--- src/rtl/pl_sysref_gen.sv ---
// PL-side SYSREF pulse generator: burst or continuous pulse train with programmable
// period and high time, registered glitch-free output and runt-free stop.
module pl_sysref_gen #(
  parameter int PERIOD_W = 16,
  parameter int CNT_W    = 8
) (
  input  logic                pl_clk,
  input  logic                pl_rst,
  input  logic [PERIOD_W-1:0] cfg_period,
  input  logic [PERIOD_W-1:0] cfg_high,
  input  logic                cfg_mode,
  input  logic [CNT_W-1:0]    cfg_count,
  input  logic                arm,
  input  logic                stop,
  output logic                sysref_out,
  output logic                busy,
  output logic                done,
  output logic                cfg_err,
  output logic [CNT_W-1:0]    pulse_cnt
);

  typedef enum logic [1:0] {
    IDLE     = 2'd0,
    RUN      = 2'd1,
    STOPPING = 2'd2
  } state_t;

  state_t              state, state_next;
  logic [PERIOD_W-1:0] phase, phase_next;
  logic [CNT_W-1:0]    cnt_next;
  logic                sysref_next;
  logic                done_next;
  logic                err_next;
  logic                load_cfg;

  logic [PERIOD_W-1:0] sh_period;
  logic [PERIOD_W-1:0] sh_high;
  logic                sh_mode;
  logic [CNT_W-1:0]    sh_count;

  logic                cfg_bad;
  logic                pulse_end;
  logic                burst_last;
  logic [CNT_W-1:0]    cnt_inc;
  logic [CNT_W-1:0]    count_eff;

  assign cfg_bad   = (cfg_period < PERIOD_W'(2)) || (cfg_high == '0) ||
                     (cfg_high >= cfg_period);
  assign pulse_end = (phase == sh_high - PERIOD_W'(1));
  assign cnt_inc   = (pulse_cnt == '1) ? pulse_cnt : pulse_cnt + CNT_W'(1);
  assign count_eff = (sh_count == '0) ? CNT_W'(1) : sh_count;
  // The final pulse keeps its full high time; done coincides with its last high cycle.
  assign burst_last = !sh_mode && (cnt_inc == count_eff);

  // NOTE: every combinational output gets a default first so no path can infer a latch.
  always_comb begin
    state_next  = state;
    phase_next  = phase;
    cnt_next    = pulse_cnt;
    sysref_next = 1'b0;
    done_next   = 1'b0;
    err_next    = 1'b0;
    load_cfg    = 1'b0;

    unique case (state)
      IDLE: begin
        if (arm) begin
          if (cfg_bad) begin
            err_next = 1'b1;
          end else begin
            load_cfg   = 1'b1;
            state_next = RUN;
            phase_next = '0;
            cnt_next   = '0;
          end
        end
      end

      RUN, STOPPING: begin
        sysref_next = (phase < sh_high);
        phase_next  = (phase == sh_period - PERIOD_W'(1)) ? '0 : phase + PERIOD_W'(1);
        if (pulse_end) cnt_next = cnt_inc;

        if (state == RUN) begin
          if (pulse_end && burst_last) begin
            state_next = IDLE;
            done_next  = 1'b1;
          end else if (stop && (pulse_end || (phase >= sh_high))) begin
            // Stop on the last high cycle or while low ends cleanly right away.
            state_next = IDLE;
            done_next  = 1'b1;
          end else if (stop) begin
            state_next = STOPPING;
          end
        end else if (pulse_end) begin
          state_next = IDLE;
          done_next  = 1'b1;
        end

        if (state_next == IDLE) phase_next = '0;
      end

      default: begin
        state_next = IDLE;
        phase_next = '0;
      end
    endcase
  end

  // NOTE: sequential state uses non-blocking assignments so every register samples pre-edge values.
  always_ff @(posedge pl_clk) begin
    if (pl_rst) begin
      state      <= IDLE;
      phase      <= '0;
      sysref_out <= 1'b0;
      busy       <= 1'b0;
      done       <= 1'b0;
      cfg_err    <= 1'b0;
      pulse_cnt  <= '0;
    end else begin
      state      <= state_next;
      phase      <= phase_next;
      sysref_out <= sysref_next;
      busy       <= (state_next != IDLE);
      done       <= done_next;
      cfg_err    <= err_next;
      pulse_cnt  <= cnt_next;
    end
  end

  // NOTE: shadow config is plain data only read outside IDLE, so it carries no reset.
  always_ff @(posedge pl_clk) begin
    if (load_cfg) begin
      sh_period <= cfg_period;
      sh_high   <= cfg_high;
      sh_mode   <= cfg_mode;
      sh_count  <= cfg_count;
    end
  end

endmodule
--- config.mk ---
export PLATFORM = sky130hd
export DESIGN_NAME = pl_sysref_gen
export DESIGN_NICKNAME = d
export VERILOG_FILES = /design/src/rtl/pl_sysref_gen.sv
export SDC_FILE = /design/constraint.sdc
export NUM_CORES = 1
export LEC_CHECK = 0
export ABC_CLOCK_PERIOD_IN_PS = 10750
export CAP_MARGIN = 5
export CORE_MARGIN = 3
export CORE_UTILIZATION = 38
export DETAILED_ROUTE_END_ITERATION = 10
export PLACE_DENSITY_LB_ADDON = 0.25
export SYNTH_ARGS = -nofsm -noshare
export SYNTH_HDL_FRONTEND = slang
export SYNTH_SLANG_ARGS = --single-unit
export TNS_END_PERCENT = 30
--- constraint.sdc ---
create_clock -name pl_clk -period 10.75 [get_ports pl_clk]
set_clock_uncertainty 0.15 [all_clocks]
set_input_delay 1.6125 -clock pl_clk [delete_from_list [all_inputs] [get_ports pl_clk]]
set_output_delay 1.6125 -clock pl_clk [all_outputs]
set_load 0.01 [all_outputs]
==> results of run 1 <==
synth_stat cells (4+ instances only):
cell type,instances
o32ai_1,4
a211o_1,6
o31ai_1,6
nor4_1,18
or4_1,4
or3_1,6
and4_1,7
xor2_1,19
nand3_1,15
dfxtp_1,30
o22ai_1,5
and3_1,13
and2_1,4
a21oi_1,28
nor3_1,22
o211ai_1,10
a31oi_1,9
mux2i_1,6
xnor2_1,20
nand2_1,35
nand4_1,19
nor2b_1,13
o21ai_0,20
clkbuf_1,14
a311oi_1,5
edfxtp_1,41
o21a_1,4
nand2b_1,11
ha_1,39
nor3_2,4
inv_1,49
nor2_1,39
nand3b_1,6
buf_2,7
per-layer routing:
metal	vias up	track usage [%]	part of all wire [%]
met3	29	2.61	4.9
met4	0	8.45	2.8
met2	156	30.1	47
met5	-	0	0
met1	2363	25.5	46
li1	2419	-	-
logic make-up after synthesis:
family,synth area share [%]
simple gates,26.7
compound gates,17.6
buf+inv,5.56
flops,33.2
xor+xnor,6.60
fa+ha+maj,8.85
mux,1.50
power by group:
| part | leakage [nW] | switching [mW] | internal, mW |
|---|---|---|---|
| Combinational | 1.62 | 0.0773 | 0.0569 |
| Sequential | 0.626 | 0.0204 | 0.307 |
| Clock | 0.173 | 0.123 | 0.235 |
| Total | 2.42 | 0.221 | 0.599 |
area by class of cell:
cell class                      count  area share, %
Timing Repair Buffer               58           8.78
Clock inverter                      6           1.78
Clock buffer                       10           3.65
Tap cell                          180           3.44
Inverter                           49           2.81
Sequential cell                    71           27.9
Multi-Input combinational cell    468           51.6
tightest hold or removal path: stages, from the launching register on:
cell      delay [ns]
dfxtp_1         0.37
inv_1           0.08
a221oi_1        0.06
through the flow:
step	util, %	hold slack, ns	total power, mW	setup WS, ns	cell area, µm²
final	46.7	0.410	0.819	5.98	6550
after global routing	46.7	0.434	0.849	5.76	6550
after CTS	46.7	0.408	0.825	5.96	6550
after detailed placement	44.1	0.391	0.467	5.59	6200
after global placement	44.1	0.373	0.463	5.72	6200
after floorplan	-	0.345	0.413	4.66	5520
sequential cells by signal (all words and copies together), names as in the netlist:
name        flops
phase          16
sh_high        16
sh_period      16
pulse_cnt       8
sh_count        8
state           2
busy            1
cfg_err         1
done            1
sh_mode         1
sysref_out      1
worst max-delay path by stage:
stage / startpoint / end / slack [ns] / depth (start not counted)
2_1_floorplan: cfg_period[14] / sh_count[0]$_DFFE_PP_ / 4.66 / 7
5_1_grt: cfg_period[14] / sh_high[7]$_DFFE_PP_ / 5.76 / 9
6_report: cfg_period[14] / sh_high[7]$_DFFE_PP_ / 5.98 / 9
3_5_place_dp: cfg_period[14] / sh_high[0]$_DFFE_PP_ / 5.59 / 9
3_3_place_gp: cfg_period[14] / sh_high[0]$_DFFE_PP_ / 5.72 / 9
4_1_cts: cfg_period[14] / sh_period[6]$_DFFE_PP_ / 5.96 / 9
==> impl_metrics.yaml, run 1 <==
critical_path:
  r2r_slack_ns: 6.52
  cp_data_required_time_ns: 10.61
  r2r-start: "pulse_cnt[0]$_SDFFE_PP0P_"
  cp.arrival_ns: 4.64
  critPathLaunchType: "input pin"
  critPathCaptureType: "flip-flop"
  slowest_stage: "nor3_2"
  r2r_cells: 9
  critPathMaxFanout: 26
  cp_top_family: "simple AND/OR/NAND/NOR gates"
  crit_type: "input pin to flip-flop"
  path_buf_inv: 3
  r2r_end: "phase[0]$_SDFFE_PP0P_"
  path_cells: "clkdlybuf4s50_1 > inv_1 > ha_1 > and4_1 > a21oi_1 > and3_1 > o211ai_1 > nor3_2 > buf_4"
  cp_slowest_stage_delay_ns: 0.94
routing:
  ant_nets: 0
  post-route-drc-count: 0
  wire_per_inst_um: 17.9
  drt-pass1-iter-count: 5
  drt_wl_total_um: 15100
  routed-via-count: 4967
  drt_iter0_markers: 442
  vias_per_cell: 5.90
global_route:
  grt_max_degree: 27
  antenna_found_initial: 0
  grt_overflow: 0
  grt_pass1_wl_um: 24600
  first_global_vias: 4856
  grtUsageTotal_pct: 18.9
timing:
  tightest_slew_ns: 1.10
  finalHoldViolCount: 0
  tns_ns: 0
  layout_min_cycle_time_ns: 4.77
  finalMaxSlewViolations: 0
  finalCritPeriodShare_pct: 44.4
  setup_violations: 0
  slew-limit-headroom_pct: 26.2
  rsz0062_at_grt: "no"
  fmax_ghz: 0.210
yosys:
  ys_ff_latch: 71
  synth.distinct_cells: 79
  syn_area_per_cell_um2: 8.98
  syn_inst: 614
  async_flop_share_pct: 0
  synth_top_area_share_pct: 22.3
  synthFlopType: "edfxtp_1"
  synth_edf_count: 41
  synth.largest_area_cell: "edfxtp_1"
  synth_area_leaders: "edfxtp_1, dfxtp_1, ha_1, inv_1, xnor2_1"
  syn_nets: 698
  synth-seq-area-share_pct: 33.2
  syn_area_um2: 5520
  ys_warn_count: 0
floorplan:
  core_um2: 14000
  rows: 43
  die_w_um: 126
  die_height_um: 126
  dieArea_um2: 16000
  start_util_pct: 39.3
  io-pin-count: 57
cts:
  cts_max_level: 3
  clock-sinks: 71
  cts_buffers: 9
  postCtsHoldBufs: 0
  cts_setup_buffers: 0
  clk_pin_slew_ns: 0.06
  clk_path_buf_depth: 2
  cts_resized: 0
  cts_tree: "built"
  clock_latency_ns: 0.35
  root_buffer: "clkbuf_16"
cells_and_area:
  n_fill_cell: 1344
  layout.nets: 741
  final_cell_mix: "clkdlybuf4s50_1, inv_1, edfxtp_1"
  finalNonFillerCells: 842
  diodes: 0
  syn2layout_area_growth_pct: 18.8
  multi_input_comb_area_um2: 3380
  drive_gt1_share_pct: 6.80
  final-seq-area_um2: 1830
  layout_commonest_cell: "clkdlybuf4s50_1"
placement:
  dp.cells: 826
  portBuffers: 56
  gp_congestion: 0.883
  dp_hpwl_um: 11800
power_and_ir_drop:
  power_density_nw_per_um2: 125
  worst_ir_drop_vdd_mv: 0.0783
  leakage_nw: 2.42
worst_hold_path:
  holdCritStartpoint: "pulse_cnt[7]$_SDFFE_PP0P_"
  holdPathStages: 2
  worstHoldEndpoint: "pulse_cnt[7]$_SDFFE_PP0P_"
  hold_path.class: "flip-flop to flip-flop"
outcome:
  status: "completed"
job:
  maxCapViolations: 0
Note: power is estimated with default switching activity, not from simulation.
==> inputs of run 2 (changes only) <==
ABC_CLOCK_PERIOD_IN_PS = 5000   (was 10750)
clock period = 5 ns   (was 10.75 ns; I/O delays follow)
==> run 2 against run 1 <==
Effect of this change: die area unchanged; sequential share of layout area increased by 0.17 points; sequential cell count did not move; clock power increased by 82%; count of clock-buffer cells in the layout grew 1; global-route usage is 0.31 points lower; first-iteration DRC count grew 22%; routed wire length up 0.69%; setup slack got worse by 4.8 ns; critical path type is now flip-flop to flip-flop; largest cell class unchanged; highest routed layer unchanged.
==> impl_metrics.yaml, run 2 (same netlist as run 1, synthesis figures left out) <==
outcome:
  status: "completed"
timing:
  finalCritPeriodShare_pct: 76.0
  finalHoldViolCount: 0
  setup_violations: 0
  finalMaxSlewViolations: 0
  whs_ns: 0.395
  rsz0062_at_grt: "no"
  tns_ns: 0
  layout_min_cycle_time_ns: 3.80
  slew-limit-headroom_pct: 42.0
  tightest_slew_ns: 0.863
  fmax_ghz: 0.263
cells_and_area:
  diodes: 0
  layout.nets: 742
  layout_commonest_cell: "clkdlybuf4s50_1"
  stdcell_area_um2: 6510
  top_regs: "phase: 16 flops, sh_high: 16 flops, sh_period: 16 flops"
  final_cell_mix: "clkdlybuf4s50_1, inv_1, edfxtp_1"
  syn2layout_area_growth_pct: 18.1
  drive_gt1_share_pct: 6.79
worst_hold_path:
  holdPathStages: 2
  hold_path.class: "flip-flop to flip-flop"
routing:
  drt_wl_total_um: 15200
  drt-pass1-iter-count: 5
  ant_nets: 0
  drt_iter0_markers: 540
  wire_per_inst_um: 18.0
  routed-via-count: 5022
  vias_per_cell: 5.96
  post-route-drc-count: 0
critical_path:
  r2r_cells: 9
  crit_type: "flip-flop to flip-flop"
  cp.arrival_ns: 3.86
  critPathCaptureType: "flip-flop"
  cp_data_required_time_ns: 5.06
  critPathLaunchType: "flip-flop"
  critPathMaxFanout: 10
placement:
  dp_hpwl_um: 11900
  portBuffers: 56
  gp_congestion: 0.982
  place_area_um2: 6210
floorplan:
  rows: 43
  start_util_pct: 39.3
  die_w_um: 126
  io-pin-count: 57
  dieArea_um2: 16000
  core_um2: 14000
  die_height_um: 126
power_and_ir_drop:
  leakage_nw: 2.40
  worst_ir_drop_vdd_mv: 0.158
  power.total_mw: 1.65
  power_density_nw_per_um2: 253
cts:
  root_buffer: "clkbuf_16"
  clock-sinks: 71
  clock_latency_ns: 0.34
  postCtsHoldBufs: 0
  clk_pin_slew_ns: 0.06
  cts_max_level: 3
  cts_setup_buffers: 0
  cts_resized: 0
  cts_buffers: 9
  clk_path_buf_depth: 2
  cts_tree: "built"
global_route:
  first_global_vias: 4783
  grt_overflow: 0
  grtUsageTotal_pct: 18.6
  antenna_found_initial: 0
  grt_pass1_wl_um: 23900
  grt_max_degree: 22
job:
  maxCapViolations: 0
## run 2: final timing paths
check | startpoint | slack [ns] | end
worst min-delay path | state[1]$_SDFF_PP0_ | 0.39 | state[1]$_SDFF_PP0_
worst min register to register | state[1]$_SDFF_PP0_ | 0.39 | state[1]$_SDFF_PP0_
worst max register to register | pulse_cnt[0]$_SDFFE_PP0P_ | 1.20 | phase[14]$_SDFFE_PP0P_
worst max-delay path | pulse_cnt[0]$_SDFFE_PP0P_ | 1.20 | phase[14]$_SDFFE_PP0P_
## run 2: critical path, stage by stage, from the launching register on
cell and delay, ns:
dfxtp_1 0.48, ha_1 0.31, nand3_1 0.28, nor2_1 0.26, o211ai_1 0.12, nor4_1 0.43, a311oi_1 0.25, a2111oi_4 0.85
or2_0 0.40, a21oi_1 0.12
## run 2: area by class of cell
type,count,area [µm²]
multi-input cells,468,3390
well taps,180,225
fillers,1342,7530
clock buffers,11,243
flip-flops and latches,71,1830
inverters,49,184
clock inverters,5,58.8
repair buffers,59,583
## run 2: power breakdown
group | switching [mW] | internal [mW] | leakage, nW
sequential | 0.0458 | 0.660 | 0.626
combinational | 0.169 | 0.124 | 1.63
clock | 0.249 | 0.400 | 0.142
## run 2: metrics by stage
stage                     util (%)  setup slack [ns]  instances
after floorplan                  -              1.01        614
after global placement        44.2              1.14        827
after detailed placement      44.2              1.07        827
after CTS                     46.4              1.27        843
after global routing          46.4             0.791        843
final                         46.4              1.20        843
## run 2: per-layer routing
layer  wire [µm]  share of wire [%]  global-route usage (%)
met5           0                  0                       0
met2        7020                 46                    30.3
met1        6890                 45                    24.9
met3         868                5.7                    2.61
met4         381                2.5                    7.51
==> inputs of run 3 (changes only) <==
ABC_CLOCK_PERIOD_IN_PS = 3700   (was 5000)
clock period = 3.7 ns   (was 5 ns; I/O delays follow)
==> run 3 against run 2 <==
Effect of this change: total power is 30% higher; setup slack got worse by 0.92 ns; clock power grew 21%; sequential cell count stayed put; final area grew 2.4%; sequential share of layout area fell by 0.65 points; via count fell by 0.12%.
==> impl_metrics.yaml, run 3 (same netlist as run 1, synthesis figures left out) <==
critical_path:
  cp.arrival_ns: 3.51
  r2r_end: "phase[3]$_SDFFE_PP0P_"
  critPathCaptureType: "flip-flop"
  critPathLaunchType: "flip-flop"
  critPathMaxFanout: 10
  cp_data_required_time_ns: 3.79
  crit_type: "flip-flop to flip-flop"
  r2r-start: "sh_period[0]$_DFFE_PP_"
  r2r_slack_ns: 0.28
  r2r_cells: 8
cts:
  cts_max_level: 3
  clock-sinks: 71
  cts_resized: 0
  postCtsHoldBufs: 0
  cts_buffers: 9
  cts_tree: "built"
  clk_path_buf_depth: 2
  cts_setup_buffers: 0
  clock_latency_ns: 0.35
  root_buffer: "clkbuf_16"
  clk_pin_slew_ns: 0.06
power_and_ir_drop:
  clkPwrFrac_pct: 36.7
  power_frac_seq_pct: 44.4
  power.switching_mw: 0.624
  worst_ir_drop_vdd_mv: 0.253
  swShare_pct: 29.1
  power_frac_comb_pct: 18.9
  p_int_mw: 1.52
  power_density_nw_per_um2: 321
  leakage_nw: 2.50
global_route:
  antenna_found_initial: 0
  first_global_vias: 4895
  grtUsageTotal_pct: 18.7
  grt_pass1_wl_um: 24100
  grt_overflow: 0
  grt_max_degree: 42
worst_hold_path:
  holdPathStages: 2
  worstHoldEndpoint: "pulse_cnt[0]$_SDFFE_PP0P_"
  hold_path.class: "flip-flop to flip-flop"
  holdCritStartpoint: "pulse_cnt[0]$_SDFFE_PP0P_"
timing:
  finalHoldViolCount: 0
  fmax_ghz: 0.293
  layout_min_cycle_time_ns: 3.42
  tns_ns: 0
  whs_ns: 0.394
  rsz0062_at_grt: "no"
  finalMaxSlewViolations: 0
  finalCritPeriodShare_pct: 92.4
  slew-limit-headroom_pct: 57.6
  setup_violations: 0
  tightest_slew_ns: 0.631
  layout_setup_ws_ns: 0.283
cells_and_area:
  drive_gt1_share_pct: 9.48
  layout.nets: 765
  n_fill_cell: 1381
  layout_commonest_cell: "clkdlybuf4s50_1"
  multi_input_comb_area_um2: 3390
  top_regs: "phase: 16 flops, sh_high: 16 flops, sh_period: 16 flops"
  final-seq-area_um2: 1830
  syn2layout_area_growth_pct: 20.9
  final_cell_mix: "clkdlybuf4s50_1, inv_1, edfxtp_1"
  diodes: 0
placement:
  place_ws_ns: 0.185
  portBuffers: 56
  gp_congestion: 0.894
  dp_hpwl_um: 12100
floorplan:
  io-pin-count: 57
  rows: 43
  die_height_um: 126
  start_util_pct: 39.3
  core_um2: 14000
  dieArea_um2: 16000
  die_w_um: 126
routing:
  routed-via-count: 5016
  ant_nets: 0
  wire_per_inst_um: 17.6
  drt_iter0_markers: 402
  vias_per_cell: 5.79
  post-route-drc-count: 0
  drt-pass1-iter-count: 5
  drt_wl_total_um: 15200
outcome:
  status: "completed"
job:
  maxCapViolations: 0
## run 3: critical path, stage by stage, from the launching register on
cell and delay, ns:
edfxtp_1 0.50, nor4_2 0.45, nand4_1 0.29, or4b_1 0.54, a31oi_1 0.17, o221ai_1 0.21
o211ai_2 0.53, nor3b_4 0.16, a221o_1 0.31
## run 3: layout make-up
type                       instances  share of cell area, %
tap                              180                   3.38
inverter                          49                   2.76
clock buffer                      11                   3.49
timing repair buffer              82                   11.7
clock inverter                     5                  0.375
sequential                        71                   27.5
multi-input combinational        468                   50.8
## run 3: worst max path at each step
| stage | endpoint | start | slack (ns) | depth (start not counted) |
|---|---|---|---|---|
| after global placement | phase[3]$_SDFFE_PP0P_ | sh_period[0]$_DFFE_PP_ | 0.29 | 8 |
| after global routing | phase[3]$_SDFFE_PP0P_ | sh_period[0]$_DFFE_PP_ | 0.08 | 8 |
| after floorplan | sh_count[0]$_DFFE_PP_ | cfg_period[14] | 0.49 | 7 |
| final | phase[3]$_SDFFE_PP0P_ | sh_period[0]$_DFFE_PP_ | 0.28 | 8 |
| after detailed placement | pulse_cnt[7]$_SDFFE_PP0P_ | cfg_period[2] | 0.18 | 12 |
| after CTS | phase[3]$_SDFFE_PP0P_ | sh_period[0]$_DFFE_PP_ | 0.27 | 8 |
## run 3: stage by stage
step	instances	total power, mW	util [%]	area [µm²]
4_1_cts	866	2.16	47.5	6670
3_3_place_gp	850	1.36	45.6	6410
3_5_place_dp	850	1.37	45.6	6410
5_1_grt	866	2.24	47.5	6670
2_1_floorplan	614	1.20	-	5530
6_report	866	2.14	47.5	6670
## run 3: power by group through the flow
stage / clock [mW] / sequential, mW / combinational [mW]
after floorplan: 0 / 0.946 / 0.255
after global placement: 0 / 0.964 / 0.395
after detailed placement: 0 / 0.966 / 0.402
after CTS: 0.802 / 0.950 / 0.405
after global routing: 0.832 / 0.957 / 0.449
final: 0.785 / 0.951 / 0.406
## run 3: layer usage
metal | vias up | wire [µm] | track usage, %
met3 | 26 | 658 | 3.24
li1 | 2458 | - | -
met2 | 150 | 7060 | 30.5
met5 | - | 0 | 0
met1 | 2382 | 7160 | 25.3
met4 | 0 | 335 | 6.06
